==> config.mk <==
export PLATFORM = sky130hd
export DESIGN_NAME = crc_check
export DESIGN_NICKNAME = d
export VERILOG_FILES = /design/src/rtl/crc_check.sv
export SDC_FILE = /design/constraint.sdc
export NUM_CORES = 1
export LEC_CHECK = 0
export BUFFER_PORTS_ARGS = -buffer_cell sky130_fd_sc_hd__buf_2
export CAP_MARGIN = 0
export CORE_UTILIZATION = 35
export DETAILED_ROUTE_END_ITERATION = 6
export HOLD_SLACK_MARGIN = 0.02
export SYNTH_ARGS = -nofsm -noshare
export SYNTH_HDL_FRONTEND = slang
export SYNTH_SLANG_ARGS = --single-unit
==> constraint.sdc <==
create_clock -name clk -period 2.45 [get_ports clk]
set_clock_uncertainty 0.1 [all_clocks]
set_input_delay 0.49 -clock clk [delete_from_list [all_inputs] [get_ports clk]]
set_output_delay 0.49 -clock clk [all_outputs]
set_load 0.02 [all_outputs]
==> src/rtl/crc_check.sv <==
`default_nettype none
`timescale 1ns / 1ps
// ============================================================================
// Module   : crc_check
// Purpose  : Receive-side CRC checker. Strips the trailing CRC from a serial
//            packet, forwards the payload and reports a one-cycle verdict.
// Revision : 1.0 - initial release
// ============================================================================
module crc_check #(
  parameter int unsigned      CRC_W    = 5,
  parameter logic [CRC_W-1:0] POLY     = 5'b00101,
  parameter logic [CRC_W-1:0] INIT     = 5'b11111,
  parameter logic [CRC_W-1:0] RESIDUAL = 5'b01100
) (
  input  logic clk,
  input  logic rst_L,
  input  logic inb,
  input  logic recving,
  input  logic pause_out,
  output logic pause_in,
  output logic outb,
  output logic sending,
  output logic crc_valid,
  output logic crc_ok
);

  localparam int unsigned      CNT_W    = $clog2(CRC_W + 1);
  localparam logic [CNT_W-1:0] CNT_FULL = CNT_W'(CRC_W);

  typedef enum logic [1:0] {
    S_IDLE = 2'd0,
    S_FILL = 2'd1,
    S_PASS = 2'd2,
    S_DONE = 2'd3
  } state_t;

  state_t           state_q, state_d;
  logic [CRC_W-1:0] lfsr_q, lfsr_d;
  logic [CRC_W-1:0] delay_q, delay_d;
  logic [CNT_W-1:0] count_q, count_d;

  logic             w_fb;
  logic [CRC_W-1:0] w_lfsr_step;
  logic [CRC_W-1:0] w_delay_step;
  logic [CNT_W-1:0] w_count_inc;
  logic             w_accept;

  assign w_fb         = inb ^ lfsr_q[CRC_W-1];
  assign w_lfsr_step  = (lfsr_q << 1) ^ (w_fb ? POLY : '0);
  assign w_delay_step = (delay_q << 1) | CRC_W'(inb);
  assign w_count_inc  = (count_q == CNT_FULL) ? count_q : count_q + CNT_W'(1);

  always_ff @(posedge clk or negedge rst_L) begin
    if (!rst_L) begin
      state_q <= S_IDLE;
      lfsr_q  <= INIT;
      delay_q <= '0;
      count_q <= '0;
    end else begin
      state_q <= state_d;
      lfsr_q  <= lfsr_d;
      delay_q <= delay_d;
      count_q <= count_d;
    end
  end

  always_comb begin
    state_d   = state_q;
    lfsr_d    = lfsr_q;
    delay_d   = delay_q;
    count_d   = count_q;
    w_accept  = 1'b0;
    pause_in  = 1'b0;
    sending   = 1'b0;
    outb      = 1'b0;
    crc_valid = 1'b0;
    crc_ok    = 1'b0;

    case (state_q)
      S_IDLE: begin
        w_accept = recving;
        if (recving) begin
          state_d = (CRC_W == 1) ? S_PASS : S_FILL;
        end
      end

      S_FILL: begin
        if (recving) begin
          w_accept = 1'b1;
          if (w_count_inc == CNT_FULL) begin
            state_d = S_PASS;
          end
        end else begin
          state_d = S_DONE;
        end
      end

      // The oldest delayed bit leaves downstream on the same cycle a new bit
      // enters, so a downstream stall must also stall the upstream source.
      S_PASS: begin
        pause_in = pause_out;
        sending  = recving;
        outb     = delay_q[CRC_W-1];
        if (recving) begin
          w_accept = !pause_out;
        end else begin
          state_d = S_DONE;
        end
      end

      S_DONE: begin
        crc_valid = 1'b1;
        crc_ok    = (lfsr_q == RESIDUAL) && (count_q == CNT_FULL);
        pause_in  = 1'b1;
        state_d   = S_IDLE;
        lfsr_d    = INIT;
        delay_d   = '0;
        count_d   = '0;
      end

      default: begin
        state_d = S_IDLE;
      end
    endcase

    if (w_accept) begin
      lfsr_d  = w_lfsr_step;
      delay_d = w_delay_step;
      count_d = w_count_inc;
    end
  end

endmodule
`default_nettype wire

Word-level counts from Yosys, hierarchy flattened
Cells that the tools add are included.
{"block": "word_totals", "out_inout_bits": 5, "register_bits": 15, "elab_cells": 43, "input_bits": 5}
{"block": "classes", "n_reduce_logical": 5, "addsub": 1, "bitwise_logic": 3, "n_eq_ne": 9, "muxes": 21}
{"op": "$mux W5", "count": 4}
{"op": "$mux W3", "count": 4}
{"op": "$mux W2", "count": 4}
{"op": "$pmux W2 S4", "count": 1}
{"op": "$eq A3 B3 Y1 const B", "count": 2}
{"op": "$mux W1", "count": 6}
{"op": "$eq A5 B4 Y1 const B", "count": 1}
{"op": "$or A5 B1 Y5", "count": 1}
{"op": "$xor A5 B3 Y5", "count": 1}
{"op": "$eq A2 B2 Y1 const B", "count": 2}
{"op": "$ne A2 B2 Y1 const B", "count": 2}
{"op": "$add A3 B1 Y3 const B", "count": 1}
{"op": "$ne A3 B3 Y1 const B", "count": 1}
{"op": "$pmux W1 S3", "count": 1}
{"op": "$reduce_and A3 Y1", "count": 1}
{"op": "$eq A2 B1 Y1 const B", "count": 1}
{"op": "$logic_not A2 Y1", "count": 1}
{"op": "$pmux W1 S2", "count": 1}
{"op": "$reduce_bool A2 Y1", "count": 1}
{"op": "$logic_and A1 B1 Y1", "count": 1}
{"op": "$logic_not A1 Y1", "count": 1}
{"op": "$xor A1 B1 Y1", "count": 1}

Longest topological paths before layout
Gate-level depths: netlist of run 1.
{"block": "logic_depth", "word_depth": 6, "depth_mapped": 7, "mapped_depth_nobuf": 6}

Worst setup path before layout of run 1
No wires, ideal clock.
{"block": "synth_path", "path_type": "flip-flop to output port", "startpoint": "register state_q[0]", "endpoint": "output crc_ok", "n_path_buf": 0, "path_slack_ns": 0.330, "stages_incl_launch_ff": 3, "t_arrival_ns": 1.530, "cell_sequence": "dfrtp_1 > ha_1 > nor4b_1"}
{"block": "synth_between", "elab_chain_len": 2}
{"item": "from (decl)", "line": "37", "text": "state_t state_q, state_d;"}
{"item": "from (signal assigned)", "line": "60", "text": "state_q <= state_d;"}
{"item": "$eq A2 B2 Y1", "line": "79", "text": "case (state_q)"}
{"item": "$mux W1", "line": "79"}
{"item": "to (decl)", "line": "24", "text": "output logic crc_ok"}
Every way passes these cells.

Worst setup path after layout of run 1
{"block": "layout_path", "startpoint": "register count_q[0]", "endpoint": "output crc_ok"}
{"block": "layout_between", "elab_chain_len": 3}
{"item": "from (decl)", "line": "40", "text": "logic [CNT_W-1:0] count_q, count_d;"}
{"item": "from (signal assigned)", "line": "63", "text": "count_q <= count_d;"}
{"item": "$eq A3 B3 Y1", "line": "113", "text": "crc_ok = (lfsr_q == RESIDUAL) && (count_q == CNT_FULL);"}
{"item": "$logic_and A1 B1 Y1", "line": "113"}
{"item": "$mux W1", "line": "79"}
Every way passes these cells.

==> flow_summary.json, run 1 <==
{
  "drive_gt1_share_pct": 28.3,
  "post-route-drc-count": 0,
  "grt_max_degree": 16,
  "ys_warn_count": 0,
  "final_util_pct": 42.1,
  "track_usage_pct": 14.1,
  "cts_tree": "done",
  "power.density_mw_per_mm2": 1320,
  "total_power_w": 0.00139,
  "rows": 18,
  "min_to": "delay_q[0]$_DFFE_PN0P_",
  "clkSinkCount": 15,
  "synth_largest_area_cell": "dfrtp_1",
  "slew_violations": 0,
  "final.min_clock_period_ns": 2.18,
  "slowest_delay_ns": 0.46,
  "syn_nets": 104,
  "syn-cell-area_um2": 938,
  "clock_path_buffers": 2,
  "wl_met1_um": 853,
  "start_kind": "flip-flop",
  "hold_buffers": 1,
  "hold_depth": 3,
  "synth-simple-area-share_pct": 23.9,
  "insertion_delay_ns": 0.28,
  "synthXorXnorAreaFrac_pct": 2.80,
  "max_freq_mhz": 459,
  "wl_per_cell_um": 12.5,
  "crit_buf_inv": 1,
  "p_clk_share_pct": 9.9,
  "path_max_fanout": 7,
  "overflow": 0,
  "dr_total_vias": 701,
  "cts_max_level": 1,
  "crit_family": "flip-flops",
  "p_switching_w": 0.000579,
  "p_int_w": 0.000810,
  "antenna_found_initial": 0,
  "root_buffer": "clkbuf_4",
  "antennaDiodeCount": 0,
  "ys_ff_latch": 15,
  "rsz0062_at_grt": "false",
  "routed-wl-met3_um": 95,
  "min_period_over_period_pct": 88.9,
  "yosysSeqAreaShare_pct": 40.7,
  "outcome": "finished, final reports clean",
  "rrSetupSlack_ns": 0.41,
  "crit_chain": "ha_1 > nand2_1 > nor4b_1 > buf_2",
  "final_antenna_net_count": 0,
  "first_pass_iters": 4,
  "setup_viol": 0,
  "crit_required_ns": 1.86,
  "synth_mux_area_share_pct": 4.27,
  "grt_pass1_wl_mm": 2.96,
  "met2_length_um": 747,
  "io_pins": 10,
  "fp.dieW_um": 53.8,
  "r2r_cells": 6,
  "fin_tns_setup_ns": 0,
  "dieArea_mm2": 0.00289,
  "ys.flop_type": "dfrtp_1",
  "arrival_ns": 1.59,
  "slowest_stage": "dfrtp_1",
  "core_mm2": 0.00250,
  "drtIter0Drc": 17,
  "p_seq_share_pct": 36.1,
  "area_growth_syn_to_layout_pct": 12.3,
  "hp-class": "primary input to flip-flop",
  "via_per_inst": 5.15,
  "die_h_um": 53.8,
  "async_flop_share_pct": 100,
  "synth_top_family_by_area": "simple AND/OR/NAND/NOR gates",
  "dpl.hpwl_mm": 1.28,
  "synth_edf_count": 0,
  "worst_setup_path_end_kind": "primary output",
  "cts_resized": 0,
  "highest_layer": "met3",
  "routed_wl_mm": 1.70,
  "power_switching_share_pct": 41.7,
  "yosys-top-cells-area": "dfrtp_1, dfstp_2, ha_1, nand2_1, a21oi_1",
  "peakVddDrop_mv": 0.567,
  "synthDistinctLibCells": 38,
  "synthCells": 93,
  "portBuffers": 9,
  "r2r-end": "count_q[1]$_DFFE_PN0P_",
  "gp_congestion": 0.748,
  "yosysTopAreaCellShare_pct": 26.7,
  "nNetsFinal": 118,
  "path_class": "flip-flop to primary output",
  "post_cts_buffers": 0,
  "cts.clk_slew.worst_paths_ns": 0.09,
  "synthAdderAreaFrac_pct": 8.00,
  "slew_headroom_pct": 66.4,
  "cts_buffers": 3,
  "worst_slew_pin_slew_ns": 0.505,
  "hold_start": "inb",
  "place_area_mm2": 0.00102,
  "rr_startpoint": "state_q[0]$_DFFE_PN0P_",
  "syn_avg_cell_area_um2": 10.1,
  "hold_viol": 0,
  "fin_area_mm2": 0.00105,
  "cap_violations": 0,
  "start_util_pct": 37.5,
  "leakagePower_nw": 0.494,
  "synth_compound_area_share_pct": 16.7,
  "combPwrFrac_pct": 54.0,
  "grt_pass1_vias": 655
}
-- how the worst max path moves through the flow --
stage | from | to | slack, ns | cells past startpoint
2_1_floorplan | state_q[0]$_DFFE_PN0P_ | crc_ok | 0.33 | 2
3_3_place_gp | count_q[0]$_DFFE_PN0P_ | state_q[1]$_DFFE_PN0P_ | 0.47 | 5
3_5_place_dp | state_q[0]$_DFFE_PN0P_ | count_q[2]$_DFFE_PN0P_ | 0.46 | 6
4_1_cts | count_q[0]$_DFFE_PN0P_ | crc_ok | 0.21 | 4
5_1_grt | count_q[0]$_DFFE_PN0P_ | crc_ok | 0.10 | 4
6_report | count_q[0]$_DFFE_PN0P_ | crc_ok | 0.27 | 4
-- cells in the mapped netlist, types with 2 or more instances --
library cell,n
nand2_1,20
dfrtp_1,10
a21oi_1,7
ha_1,6
dfstp_2,5
inv_1,4
nand3b_1,4
nor2_1,3
and2_1,2
mux2_4,2
o31ai_2,2
xor2_1,2
-- flip-flops by register name, summed over array words and instances (netlist names) --
| name | count |
|---|---|
| count_q | 3 |
| lfsr_q | 5 |
| delay_q | 5 |
| state_q | 2 |
-- power by group through the flow --
stage | clock network [W] | logic [W] | registers, W
finish | 0.000138 | 0.000751 | 0.000501
global route | 0.000162 | 0.000837 | 0.000523
CTS | 0.000147 | 0.000753 | 0.000502
detailed placement | 0 | 0.000745 | 0.000505
global placement | 0 | 0.000738 | 0.000500
floorplan | 0 | 0.000616 | 0.000476
-- worst min-delay path, delay by kind of cell --
kind	cells	cell delay, ns
buffers and inverters	1	0.11
and+or+nand+nor	1	0.05
AOI/OAI and AO/OA	1	0.05
-- layout make-up --
cell class	count	area, um^2
fill	242	1450
multi-input combinational	71	522
tap	30	37.5
sequential	15	382
clock inverter	1	5.00
clock buffer	3	22.5
timing repair buffer	12	70.1
inverter	4	15.0
-- metrics by stage --
step	hold WS, ns	worst slack, ns	std cells
2_1_floorplan	0.0944	0.330	93
5_1_grt	0.330	0.103	136
3_5_place_dp	0.315	0.455	131
4_1_cts	0.349	0.213	136
6_report	0.357	0.271	136
3_3_place_gp	0.314	0.474	131
-- layout by cell type (no fill, tap or decap), types with 2 or more instances in the layout --
cell | synthesis | final
xor2_1 | 2 | 2
buf_4 | 0 | 2
inv_1 | 4 | 4
a21oi_1 | 7 | 7
nand3b_1 | 4 | 4
o31ai_2 | 2 | 2
mux2_4 | 2 | 2
nor2_1 | 3 | 3
buf_2 | 1 | 9
dfstp_2 | 5 | 5
clkbuf_4 | 0 | 3
dfrtp_1 | 10 | 10
and2_1 | 2 | 2
nand2_1 | 20 | 20
ha_1 | 6 | 6
-- cell families after synthesis --
group | count (synthesis)
adders and majority gates | 6
muxes | 3
buffers and inverters | 7
AOI/OAI and AO/OA | 20
DFF | 15
and+or+nand+nor | 39
xor gates and xnor gates | 3
-- routing by layer --
metal	GRT usage, %	vias up
li1	-	354
met1	18.9	330
met2	21.8	17
met3	5.08	0
met4	2.63	0
met5	0	-
Note: power is estimated with default switching activity, not from simulation.
==> run 2, diff against run 1 <==
--- a/config.mk
+++ b/config.mk
@@ -10,6 +10,7 @@
 export CORE_UTILIZATION = 35
 export DETAILED_ROUTE_END_ITERATION = 6
 export HOLD_SLACK_MARGIN = 0.02
+export RECOVER_POWER = 50
 export SYNTH_ARGS = -nofsm -noshare
 export SYNTH_HDL_FRONTEND = slang
 export SYNTH_SLANG_ARGS = --single-unit
==> run 2 against run 1 <==
Non-clock buffer count unchanged; maximum frequency unchanged; setup slack unchanged; critical path type unchanged; highest routed layer unchanged.
==> flow_summary.json, run 2 (synthesis gave the netlist of run 1 again) <==
{
  "fp.dieW_um": 53.8,
  "cts_tree": "done",
  "path_max_fanout": 7,
  "fin_tns_setup_ns": 0,
  "worst_setup_path_end_kind": "primary output",
  "crit_buf_inv": 1,
  "regArea_um2": 382,
  "p_clk_share_pct": 9.9,
  "final_cell_mix": "nand2_1, dfrtp_1, buf_2",
  "crit_chain": "ha_1 > nand2_1 > nor4b_1 > buf_2",
  "rsz0062_at_grt": "false",
  "multiInputGateArea_um2": 522,
  "largest_registers": "delay_q: 5 flops, lfsr_q: 5 flops, count_q: 3 flops",
  "rows": 18,
  "clock_path_buffers": 2,
  "drtIter0Drc": 17,
  "peakVddDrop_mv": 0.567,
  "p_int_w": 0.000810,
  "slew_violations": 0,
  "crit_required_ns": 1.86,
  "cts_max_level": 1,
  "cap_violations": 0,
  "core_mm2": 0.00250,
  "overflow": 0,
  "post_cts_buffers": 0,
  "leakagePower_nw": 0.491,
  "grt_max_degree": 16,
  "final.min_clock_period_ns": 2.18,
  "grt_pass1_vias": 655,
  "final_antenna_net_count": 0,
  "slowest_delay_ns": 0.46,
  "antenna_found_initial": 0,
  "dpl.hpwl_mm": 1.28,
  "p_switching_w": 0.000579,
  "fillers": 243,
  "dr_total_vias": 701,
  "dieArea_mm2": 0.00289,
  "area_growth_syn_to_layout_pct": 12.1,
  "slowest_stage": "dfrtp_1",
  "start_util_pct": 37.5,
  "post-route-drc-count": 0,
  "track_usage_pct": 14.1,
  "hold_buffers": 1,
  "drive_gt1_share_pct": 27.4,
  "die_h_um": 53.8,
  "final_common_cell": "nand2_1",
  "p_seq_share_pct": 36.1,
  "first_pass_iters": 4,
  "grt_pass1_wl_mm": 2.96,
  "portBuffers": 9,
  "via_per_inst": 5.15,
  "clkSinkCount": 15,
  "hold_viol": 0,
  "hp-class": "primary input to flip-flop",
  "antennaDiodeCount": 0,
  "total_power_w": 0.00139,
  "routed_wl_mm": 1.70,
  "wl_per_cell_um": 12.5,
  "worst_slew_pin_slew_ns": 0.812,
  "outcome": "finished, final reports clean",
  "max_freq_mhz": 459,
  "nNetsFinal": 118,
  "insertion_delay_ns": 0.28,
  "gp_congestion": 0.748,
  "power_switching_share_pct": 41.7,
  "cts_buffers": 3,
  "crit_family": "flip-flops",
  "start_kind": "flip-flop",
  "cts.clk_slew.worst_paths_ns": 0.09,
  "cts_resized": 0,
  "path_class": "flip-flop to primary output",
  "root_buffer": "clkbuf_4",
  "arrival_ns": 1.59,
  "io_pins": 10,
  "combPwrFrac_pct": 54.0,
  "power.density_mw_per_mm2": 1320,
  "slew_headroom_pct": 45.9,
  "setup_viol": 0,
  "min_period_over_period_pct": 88.9
}
==> run 2: cell count changes in the layout (fill, tap and decap cells not counted), sizes merged <==
cell    delta
buf        -1
clkbuf     +1
==> run 2: path summary, 6_finish.rpt <==
kind	startpoint	end	slack [ns]	depth (start not counted)
min in group asynchronous	rst_L	delay_q[0]$_DFFE_PN0P_	0.70	2
max in group asynchronous	rst_L	count_q[0]$_DFFE_PN0P_	1.04	2
worst max register to register	state_q[0]$_DFFE_PN0P_	count_q[1]$_DFFE_PN0P_	0.41	6
worst max-delay path	count_q[0]$_DFFE_PN0P_	crc_ok	0.27	4
worst min-delay path	inb	delay_q[0]$_DFFE_PN0P_	0.36	3
worst min register to register	lfsr_q[3]$_DFFE_PN1P_	lfsr_q[4]$_DFFE_PN1P_	0.40	2
==> run 2: worst reg2reg max path: cells and delay by family, from the launching register on <==
family          cells  cell delay [ns]
buf+inv             1             0.13
fa+ha+maj           1             0.23
simple gates        1             0.19
flops               1             0.44
compound gates      3             0.86
==> run 2: final cells by class <==
| cell class | instances | share of cell area [%] |
|---|---|---|
| sequential | 15 | 36.3 |
| tap | 30 | 3.57 |
| timing repair buffer | 12 | 6.54 |
| clock inverter | 1 | 0.476 |
| clock buffer | 3 | 2.14 |
| inverter | 4 | 1.43 |
| multi-input combinational | 71 | 49.6 |
==> run 2: power groups by stage <==
stage | combinational, W | sequential [W] | clock (W)
after floorplan | 0.000616 | 0.000476 | 0
after global placement | 0.000738 | 0.000500 | 0
after detailed placement | 0.000745 | 0.000505 | 0
after CTS | 0.000753 | 0.000502 | 0.000147
after global routing | 0.000837 | 0.000523 | 0.000162
final | 0.000750 | 0.000501 | 0.000138
==> run 2: layer usage <==
layer | global-route usage (%) | wire, um | vias up
li1 | - | - | 354
met1 | 18.9 | 851 | 330
met2 | 21.8 | 747 | 17
met3 | 5.08 | 95 | 0
met4 | 2.63 | 0 | 0
met5 | 0 | 0 | -
==> run 2: metrics by stage <==
step                      instance area (um^2)  hold WS [ns]  setup slack, ns  std cells  util [%]
after floorplan                            938        0.0944            0.330         93         -
after global placement                    1020         0.314            0.474        131      40.6
after detailed placement                  1020         0.315            0.455        131      40.6
after CTS                                 1050         0.349            0.213        136      42.1
after global routing                      1050         0.330            0.103        136      42.1
final                                     1050         0.357            0.271        136      42.1
==> run 3, diff against run 2 <==
--- a/config.mk
+++ b/config.mk
@@ -5,7 +5,7 @@
 export SDC_FILE = /design/constraint.sdc
 export NUM_CORES = 1
 export LEC_CHECK = 0
-export BUFFER_PORTS_ARGS = -buffer_cell sky130_fd_sc_hd__buf_2
+export BUFFER_PORTS_ARGS = -buffer_cell sky130_fd_sc_hd__buf_4
 export CAP_MARGIN = 0
 export CORE_UTILIZATION = 35
 export DETAILED_ROUTE_END_ITERATION = 6
==> run 3 against run 2 <==
Worst hold slack worse by 0.031 ns; clock power up 7%; clock-buffer cell count unchanged; critical path depth unchanged; flip-flop and latch count unchanged; design area up 2.1%; global-route usage up 0.35 points; sequential power about the same; combinational power up 2%; sequential share of layout area down 0.76 points; critical path type unchanged; critical endpoint unchanged.
==> flow_summary.json, run 3 (synthesis gave the netlist of run 1 again) <==
{
  "area_growth_syn_to_layout_pct": 14.5,
  "dieArea_mm2": 0.00289,
  "final.min_clock_period_ns": 2.23,
  "drtIter0Drc": 13,
  "nNetsFinal": 118,
  "worst_slew_pin_slew_ns": 0.798,
  "slew_violations": 0,
  "dpl.hpwl_mm": 1.31,
  "drive_gt1_share_pct": 27.4,
  "power.density_mw_per_mm2": 1310,
  "track_usage_pct": 14.5,
  "root_buffer": "clkbuf_4",
  "wl_per_cell_um": 12.5,
  "final_antenna_net_count": 0,
  "die_h_um": 53.8,
  "p_switching_w": 0.000586,
  "final_common_cell": "nand2_1",
  "max_freq_mhz": 448,
  "dp_slack_ns": 0.465,
  "min_period_over_period_pct": 91.2,
  "setup_viol": 0,
  "total_power_w": 0.00141,
  "place_area_mm2": 0.00104,
  "post-route-drc-count": 0,
  "fp.dieW_um": 53.8,
  "overflow": 0,
  "path_max_fanout": 7,
  "core_mm2": 0.00250,
  "worst_setup_path_end_kind": "primary output",
  "start_kind": "flip-flop",
  "portBuffers": 9,
  "final_cells": 136,
  "final_cell_mix": "nand2_1, dfrtp_1, buf_4",
  "hold_viol": 0,
  "dp.cells": 131,
  "post_cts_buffers": 0,
  "cts_tree": "done",
  "cts_max_level": 1,
  "crit_buf_inv": 1,
  "io_pins": 10,
  "grt_pass1_wl_mm": 3.03,
  "antennaDiodeCount": 0,
  "first_pass_iters": 4,
  "clkSinkCount": 15,
  "fin_tns_setup_ns": 0,
  "cap_violations": 0,
  "power_switching_share_pct": 41.6,
  "crit_required_ns": 1.86,
  "routed_wl_mm": 1.70,
  "largest_registers": "delay_q: 5 flops, lfsr_q: 5 flops, count_q: 3 flops",
  "combPwrFrac_pct": 54.2,
  "cts_buffers": 3,
  "crit_family": "flip-flops",
  "slew_headroom_pct": 46.8,
  "antenna_found_initial": 0,
  "clock_path_buffers": 2,
  "dr_total_vias": 695,
  "rows": 18,
  "gp_congestion": 0.748,
  "cts.clk_slew.worst_paths_ns": 0.10,
  "p_clk_share_pct": 10.4,
  "path_class": "flip-flop to primary output",
  "arrival_ns": 1.64,
  "cts_resized": 0,
  "start_util_pct": 37.5,
  "slowest_stage": "dfrtp_1",
  "hp-class": "primary input to flip-flop",
  "grt_pass1_vias": 653,
  "insertion_delay_ns": 0.29,
  "via_per_inst": 5.11,
  "peakVddDrop_mv": 0.686,
  "grt_max_degree": 16,
  "p_int_w": 0.000825,
  "slowest_delay_ns": 0.47,
  "leakagePower_nw": 0.490,
  "rsz0062_at_grt": "false",
  "fin_ws_ns": 0.217,
  "crit_chain": "ha_1 > nand2_1 > nor4b_1 > buf_4",
  "outcome": "finished, final reports clean",
  "fin_area_mm2": 0.00107,
  "p_seq_share_pct": 35.4
}
## run 3: cell types whose count changed in the layout (fill, tap and decap cells not counted)
cell and change:
buf_2 -8, buf_4 +8, clkinv_2 -1, clkinvlp_4 +1
## run 3: path summary, 6_finish.rpt
kind | start | to | slack (ns) | depth (start not counted)
min in group asynchronous | rst_L | delay_q[2]$_DFFE_PN0P_ | 0.68 | 2
setup reg to reg | state_q[0]$_DFFE_PN0P_ | count_q[2]$_DFFE_PN0P_ | 0.46 | 6
hold reg to reg | lfsr_q[4]$_DFFE_PN1P_ | lfsr_q[4]$_DFFE_PN1P_ | 0.40 | 2
setup / recovery | count_q[0]$_DFFE_PN0P_ | crc_ok | 0.22 | 4
hold / removal | recving | state_q[0]$_DFFE_PN0P_ | 0.33 | 2
max in group asynchronous | rst_L | count_q[0]$_DFFE_PN0P_ | 1.06 | 2
## run 3: metal layers
metal  wire [um]  global-route usage (%)  up-vias
met5           0                       0        -
met4           8                    3.51        0
met3          62                    5.08        2
met2         783                    21.8       10
met1         843                    19.6      328
li1            -                       -      355
## run 3: area by class of cell
cell class              count  area, um^2
clock buffers               3        22.5
clock inverters             1        7.51
fillers                   236        1430
inverters                   4        15.0
multi-input cells          71         522
flip-flops and latches     15         382
well taps                  30        37.5
repair buffers             12        88.8
## run 3: metrics by stage
step / hold WS, ns / utilization [%]
CTS: 0.314 / 43.1
finish: 0.325 / 43.0
detailed placement: 0.256 / 41.5
floorplan: 0.0944 / -
global placement: 0.256 / 41.5
global route: 0.307 / 43.0
## run 3: worst reg2reg max path, stage by stage (launching register included)
cell and delay [ns]:
dfrtp_1 0.44, inv_1 0.12, ha_1 0.23, and2b_1 0.20
o31a_1 0.43, a21oi_1 0.16, a311oi_2 0.24
## run 3: timing repair
item / 4_1_cts / 5_1_grt
endpoints found under the setup margin: 0 / 0
hold endpoints to repair: 10 / 0
hold buffers: 1 / 0
## run 3: power by group through the flow
stage | Sequential [W] | Combinational (W) | Clock (W)
global route | 0.000519 | 0.000857 | 0.000163
finish | 0.000499 | 0.000765 | 0.000147
global placement | 0.000499 | 0.000749 | 0
floorplan | 0.000476 | 0.000616 | 0
detailed placement | 0.000502 | 0.000765 | 0
CTS | 0.000500 | 0.000770 | 0.000156
